==> config.mk <==
export PLATFORM = sky130hd
export DESIGN_NAME = ifid_queue
export DESIGN_NICKNAME = d
export VERILOG_FILES = /design/src/rtl/ifid_queue_pkg.sv /design/src/rtl/ifid_queue_storage.sv /design/src/rtl/ifid_queue.sv
export SDC_FILE = /design/constraint.sdc
export NUM_CORES = 1
export LEC_CHECK = 0
export CAP_MARGIN = 20
export CORE_MARGIN = 2
export CORE_UTILIZATION = 40
export CTS_BUF_LIST = sky130_fd_sc_hd__clkbuf_8
export DETAILED_ROUTE_END_ITERATION = 6
export SLEW_MARGIN = 20
export SYNTH_ARGS = -nofsm -noshare
export SYNTH_HDL_FRONTEND = slang
export SYNTH_SLANG_ARGS = --single-unit
==> constraint.sdc <==
create_clock -name clk -period 2.3 [get_ports clk]
set_clock_uncertainty 0.05 [all_clocks]
set_input_delay 0.46 -clock clk [delete_from_list [all_inputs] [get_ports clk]]
set_output_delay 0.46 -clock clk [all_outputs]
set_load 0.005 [all_outputs]
==> src/rtl/ifid_queue_pkg.sv <==
// Shared definitions for the fetch/decode queue: word widths, packed entry type
// and the helper that packs a {pc, instruction} pair.
`ifndef WORD
`define WORD 64
`endif
`ifndef INSTR_LEN
`define INSTR_LEN 32
`endif

package ifid_queue_pkg;

    localparam int IFQ_WORD_W  = `WORD;
    localparam int IFQ_INSTR_W = `INSTR_LEN;
    localparam int IFQ_ENTRY_W = `WORD + `INSTR_LEN;

    typedef struct packed {
        logic [IFQ_WORD_W-1:0]  pc;
        logic [IFQ_INSTR_W-1:0] instr;
    } ifq_entry_t;

    function automatic ifq_entry_t ifq_pack(input logic [IFQ_WORD_W-1:0] pc,
                                            input logic [IFQ_INSTR_W-1:0] instr);
        ifq_entry_t e;
        e.pc    = pc;
        e.instr = instr;
        return e;
    endfunction

endpackage

==> src/rtl/ifid_queue_storage.sv <==
// DEPTH-entry register array with one write port and an asynchronous read port;
// cleared by reset only.
module ifq_storage
    import ifid_queue_pkg::*;
#(
    parameter int DEPTH = 4,
    parameter int PTR_W = $clog2(DEPTH)
) (
    input  logic             clk,
    input  logic             reset,
    input  logic             wr_en,
    input  logic [PTR_W-1:0] wr_addr,
    input  ifq_entry_t       wr_data,
    input  logic [PTR_W-1:0] rd_addr,
    output ifq_entry_t       rd_data
);

    ifq_entry_t mem_r [DEPTH];

    // Entry array: cleared on reset, one entry written per enabled edge.
    always_ff @(posedge clk or negedge reset) begin
        if (!reset) begin
            for (int i = 0; i < DEPTH; i++) begin
                mem_r[i] <= '0;
            end
        end else if (wr_en) begin
            mem_r[wr_addr] <= wr_data;
        end
    end

    assign rd_data = mem_r[rd_addr];

endmodule

==> src/rtl/ifid_queue.sv <==
// Show-ahead fetch->decode queue with valid/ready handshakes and flush.
// Optional zero-latency empty-queue bypass is enabled by defining IFQ_BYPASS_EN.
module ifid_queue
    import ifid_queue_pkg::*;
#(
    parameter int DEPTH = 4,
    parameter int CNT_W = $clog2(DEPTH + 1)
) (
    input  logic                  clk,
    input  logic                  reset,
    input  logic                  flush,
    input  logic                  in_valid,
    output logic                  in_ready,
    input  logic [`WORD-1:0]      in_pc,
    input  logic [`INSTR_LEN-1:0] in_instr,
    output logic                  out_valid,
    input  logic                  out_ready,
    output logic [`WORD-1:0]      out_pc,
    output logic [`INSTR_LEN-1:0] out_instr,
    output logic [CNT_W-1:0]      count
);

    localparam int PTR_W = $clog2(DEPTH);

    logic [PTR_W-1:0] rd_ptr_r, wr_ptr_r, rd_ptr_s, wr_ptr_s;
    logic [CNT_W-1:0] count_r, count_s;
    logic             in_ready_r, q_valid_r, in_ready_s, q_valid_s;
    logic             push_s, pop_s, bypass_s, wr_en_s;
    ifq_entry_t       head_s;

`ifdef IFQ_BYPASS_EN
    // An empty queue forwards the offered pair directly; flush suppresses it.
    assign bypass_s = ~q_valid_r & in_valid & ~flush;
    assign push_s   = in_valid & in_ready_r & ~(bypass_s & out_ready);
`else
    assign bypass_s = 1'b0;
    assign push_s   = in_valid & in_ready_r;
`endif
    assign pop_s   = q_valid_r & out_ready;
    assign wr_en_s = push_s & ~flush;

    // Next pointer/count/flag state; flush overrides any push or pop.
    always_comb begin
        rd_ptr_s = rd_ptr_r;
        wr_ptr_s = wr_ptr_r;
        count_s  = count_r;
        if (flush) begin
            rd_ptr_s = '0;
            wr_ptr_s = '0;
            count_s  = '0;
        end else begin
            if (push_s) begin
                wr_ptr_s = wr_ptr_r + PTR_W'(1);
            end else begin
                wr_ptr_s = wr_ptr_r;
            end
            if (pop_s) begin
                rd_ptr_s = rd_ptr_r + PTR_W'(1);
            end else begin
                rd_ptr_s = rd_ptr_r;
            end
            case ({push_s, pop_s})
                2'b10:   count_s = count_r + CNT_W'(1);
                2'b01:   count_s = count_r - CNT_W'(1);
                default: count_s = count_r;
            endcase
        end
        in_ready_s = (count_s != CNT_W'(DEPTH));
        q_valid_s  = (count_s != CNT_W'(0));
    end

    // Pointer, occupancy and handshake-flag registers.
    always_ff @(posedge clk or negedge reset) begin
        if (!reset) begin
            rd_ptr_r   <= '0;
            wr_ptr_r   <= '0;
            count_r    <= '0;
            in_ready_r <= 1'b1;
            q_valid_r  <= 1'b0;
        end else begin
            rd_ptr_r   <= rd_ptr_s;
            wr_ptr_r   <= wr_ptr_s;
            count_r    <= count_s;
            in_ready_r <= in_ready_s;
            q_valid_r  <= q_valid_s;
        end
    end

    ifq_storage #(
        .DEPTH (DEPTH),
        .PTR_W (PTR_W)
    ) u_storage (
        .clk     (clk),
        .reset   (reset),
        .wr_en   (wr_en_s),
        .wr_addr (wr_ptr_r),
        .wr_data (ifq_pack(in_pc, in_instr)),
        .rd_addr (rd_ptr_r),
        .rd_data (head_s)
    );

    assign in_ready  = in_ready_r;
    assign count     = count_r;
    assign out_valid = q_valid_r | bypass_s;
    assign out_pc    = bypass_s ? in_pc    : head_s.pc;
    assign out_instr = bypass_s ? in_instr : head_s.instr;

endmodule

==> flow_metrics.py <==
metrics = {
    "grt": {
        "grt_pass1_wl_um": 64180,
        "grt_usage_pct": 17.85,
        "grt_pass1_vias": 11070,
        "grt.overflow.total": 0,
        "grt_max_degree": 62,
        "antenna_found_initial": 0,
    },
    "finish": {
        "syn_to_final_growth_pct": 29.06,
        "layout-drive-gt1-share_pct": 59.38,
        "final_util_pct": 51.96,
        "nets": 1421,
    },
    "sta": {
        "fin_hold_ws_ns": 0.3038,
        "clock.fmax_mhz": 368.4,
        "hold_violations": 0,
        "postLayoutSetupSlackWorst_ns": -0.4148,
        "finalMaxSlewViolations": 0,
        "period_minus_slack_ns": 2.715,
        "maxSlewHeadroom_pct": 72.09,
        "grt_setup_unrepaired": "true",
        "fin_crit_sh_pct": 118.0,
        "setup_viol": 96,
        "tightest_slew_ns": 0.4186,
    },
    "setup_path": {
        "cpMaxStageDelayCell": "mux4_2",
        "crit_arrival_ns": 2.20,
        "critPathKind": "reg2out",
        "path_buf_inv": 4,
        "cp-start-kind": "register",
        "worstPathRequired_ns": 1.79,
        "r2r_cells": 6,
        "slowest_delay_ns": 0.52,
        "cpLargestDelayFamily": "buffers and inverters",
        "setup.worst_path.start": "rd_ptr_r[0]$_DFFE_PN0P_",
        "end_kind": "output port",
        "r2r_end": "out_valid$_DFF_PN0_",
        "critPathMaxFanout": 8,
        "reg2reg_slack_ns": 0.08,
        "path_cells": "buf_12 > buf_12 > buf_6 > mux4_2 > buf_6",
        "regToRegStartpoint": "in_ready$_DFF_PN1_",
    },
    "clocking": {
        "cts_buffers": 73,
        "cts_tree": "built",
        "cts_root_buffer": "clkbuf_8",
        "clk-insertion-delay-late_ns": 0.61,
        "clkSinkCount": 393,
        "worst_setup_hold_path_clk_slew_ns": 0.06,
        "clk_path_buf_depth": 3,
        "htreeDepth": 3,
    },
    "place": {
        "port_buffers": 201,
        "dp_hpwl_um": 25960,
        "gp_congestion": 0.7386,
    },
    "route": {
        "drc": 0,
        "vias": 9865,
        "ant_nets": 0,
        "drt_iter0_markers": 538,
        "totalWireLength_um": 40500,
        "drt-wirelength-per-cell_um": 20.68,
        "first_pass_iters": 4,
        "vias_per_cell": 5.038,
    },
    "floorplanning": {
        "die_height_um": 214.3,
        "ios": 202,
        "rows": 77,
        "fp.dieArea_mm2": 0.04591,
        "coreArea_mm2": 0.04393,
        "die_w_um": 214.3,
        "start_util_pct": 40.26,
    },
    "synth": {
        "synth-warning-count": 0,
        "synth_largest_area_cell": "dfrtp_1",
        "synthesis.nets": 1084,
        "syn_area_mm2": 0.01769,
        "synth-seq-cells": 393,
        "synthCells": 977,
        "synth.avg_cell_area_um2": 18.10,
        "yosys.cell_types.count": 29,
        "synth_seq_area_share_pct": 55.61,
        "synth_top_area_share_pct": 55.47,
        "synth_area_leaders": "dfrtp_1, mux2_2, mux2_4",
    },
    "power_and_ir_drop": {
        "power_leakage_nw": 10.73,
        "p_int_w": 0.01999,
        "p_sw_share_pct": 26.92,
        "clockPowerShare_pct": 23.8,
        "comb_power_share_pct": 34.7,
        "power_w": 0.02735,
        "powerDensity_mw_per_mm2": 1198,
        "seqPwrFrac_pct": 41.5,
        "vdd_ir_drop_max_uv": 692.5,
        "power_switching_w": 0.007362,
    },
    "flow_run": {
        "drv_cap": 0,
    },
    "run_status": {
        "violations": "negative setup slack",
        "status": "complete, but fails checks",
    },
    "worst_hold_path": {
        "worstHoldPathType": "in2async",
    },
}
[state kept, by name (all words and copies together), names as in the netlist]
| signal | flops |
|---|---|
| u_storage.mem_r | 384 |
| count | 3 |
| rd_ptr_r | 2 |
| wr_ptr_r | 2 |
| in_ready | 1 |
| out_valid | 1 |
[logic make-up after synthesis]
group / count (synthesis) / synth area share (%)
muxes: 481 / 40.13
AOI/OAI and AO/OA: 4 / 0.1415
xor gates and xnor gates: 5 / 0.2477
and+or+nand+nor: 20 / 0.7571
DFF: 393 / 55.61
buffers and inverters: 68 / 2.646
adders and majority gates: 6 / 0.4669
[final cells by class]
type / instances / area [µm²]
multi-input combinational: 516 / 7425
inverter: 4 / 15.01
fill: 3736 / 21110
clock buffer: 91 / 1252
timing repair buffer: 326 / 3373
clock inverter: 34 / 171.4
antenna: 2 / 5.005
sequential: 393 / 9843
tap: 592 / 740.7
[power by group through the flow]
stage | Combinational, W | Sequential, W | Clock (W)
floorplan | 0.00592 | 0.0109 | 0
global placement | 0.00958 | 0.0113 | 0
detailed placement | 0.00971 | 0.0114 | 0
CTS | 0.00930 | 0.0113 | 0.00677
global route | 0.0102 | 0.0117 | 0.00708
finish | 0.00949 | 0.0113 | 0.00651
[cells in the mapped netlist, drive strengths merged]
library cell	count
dfstp	1
and2	1
buf	56
nand2	6
nor4b	1
nand3	2
nor2	5
a21oi	2
xor2	3
a311o	1
xnor2	2
mux2	384
fa	1
mux2i	1
mux4	96
clkbuf	8
or3b	1
nor3b	1
inv	4
and3b	1
o21ai	1
dfrtp	392
ha	5
nand2b	1
or2	1
[how the worst max path moves through the flow]
| stage | endpoint | slack, ns | cells after the start |
|---|---|---|---|
| finish | out_pc[61] | -0.41 | 5 |
| global route | out_instr[4] | -0.51 | 5 |
| CTS | out_pc[5] | -0.66 | 4 |
| detailed placement | out_valid$_DFF_PN0_ | -0.31 | 7 |
| global placement | out_valid$_DFF_PN0_ | -0.26 | 7 |
| floorplan | out_valid$_DFF_PN0_ | 0.14 | 6 |
[cells in the final DEF, fill, tap and decap left out, drive strengths merged]
cell type and n:
inv 27, or3b 1, xnor2 2, nor4b 1, and2 1, fa 1
mux2i 1, mux2 384, xor2 3, or2 1, mux4 96, nand3 2
clkdlybuf4s50 104, nand2b 1, dlymetal6s2s 3, nor3b 1, a311o 1, clkinvlp 2
buf 151, and3b 1, dfrtp 392, bufinv 1, o21ai 1, dfstp 1
ha 5, clkinv 8, a21oi 2, clkbuf 158, diode 2, nand2 6
dlygate4sd3 1, nor2 5
[layer usage]
metal	track usage, %	routed length [µm]	vias up	part of all wire, %
met5	0	0	-	0
met4	4.769	541	0	1.3
met3	5.220	1995	51	4.9
met2	27.82	19050	196	47
met1	24.55	18910	5272	47
li1	-	-	4346	-
[per-stage QoR]
| step | instances | worst slack, ns | TNS [ns] | instance area [µm²] |
|---|---|---|---|---|
| after global routing | 1956 | -0.5140 | -43.49 | 22820 |
| after CTS | 1926 | -0.6605 | -47.13 | 22570 |
| after detailed placement | 1794 | -0.3073 | -4.640 | 21160 |
| after floorplan | 977 | 0.1426 | 0 | 17690 |
| final | 1958 | -0.4148 | -32.59 | 22830 |
| after global placement | 1794 | -0.2595 | -1.713 | 21160 |
[repair_timing]
action | 4_1_cts | 5_1_grt
pin swaps | 0 | 1
hold endpoints to repair | 39 | 0
setup endpoints to repair | 96 | 97
hold buffers | 1 | 0
gates cloned | 0 | 4
setup buffers | 6 | 36
gates resized for setup | 137 | 235
No activity file was read; power rests on OpenSTA's default activity.
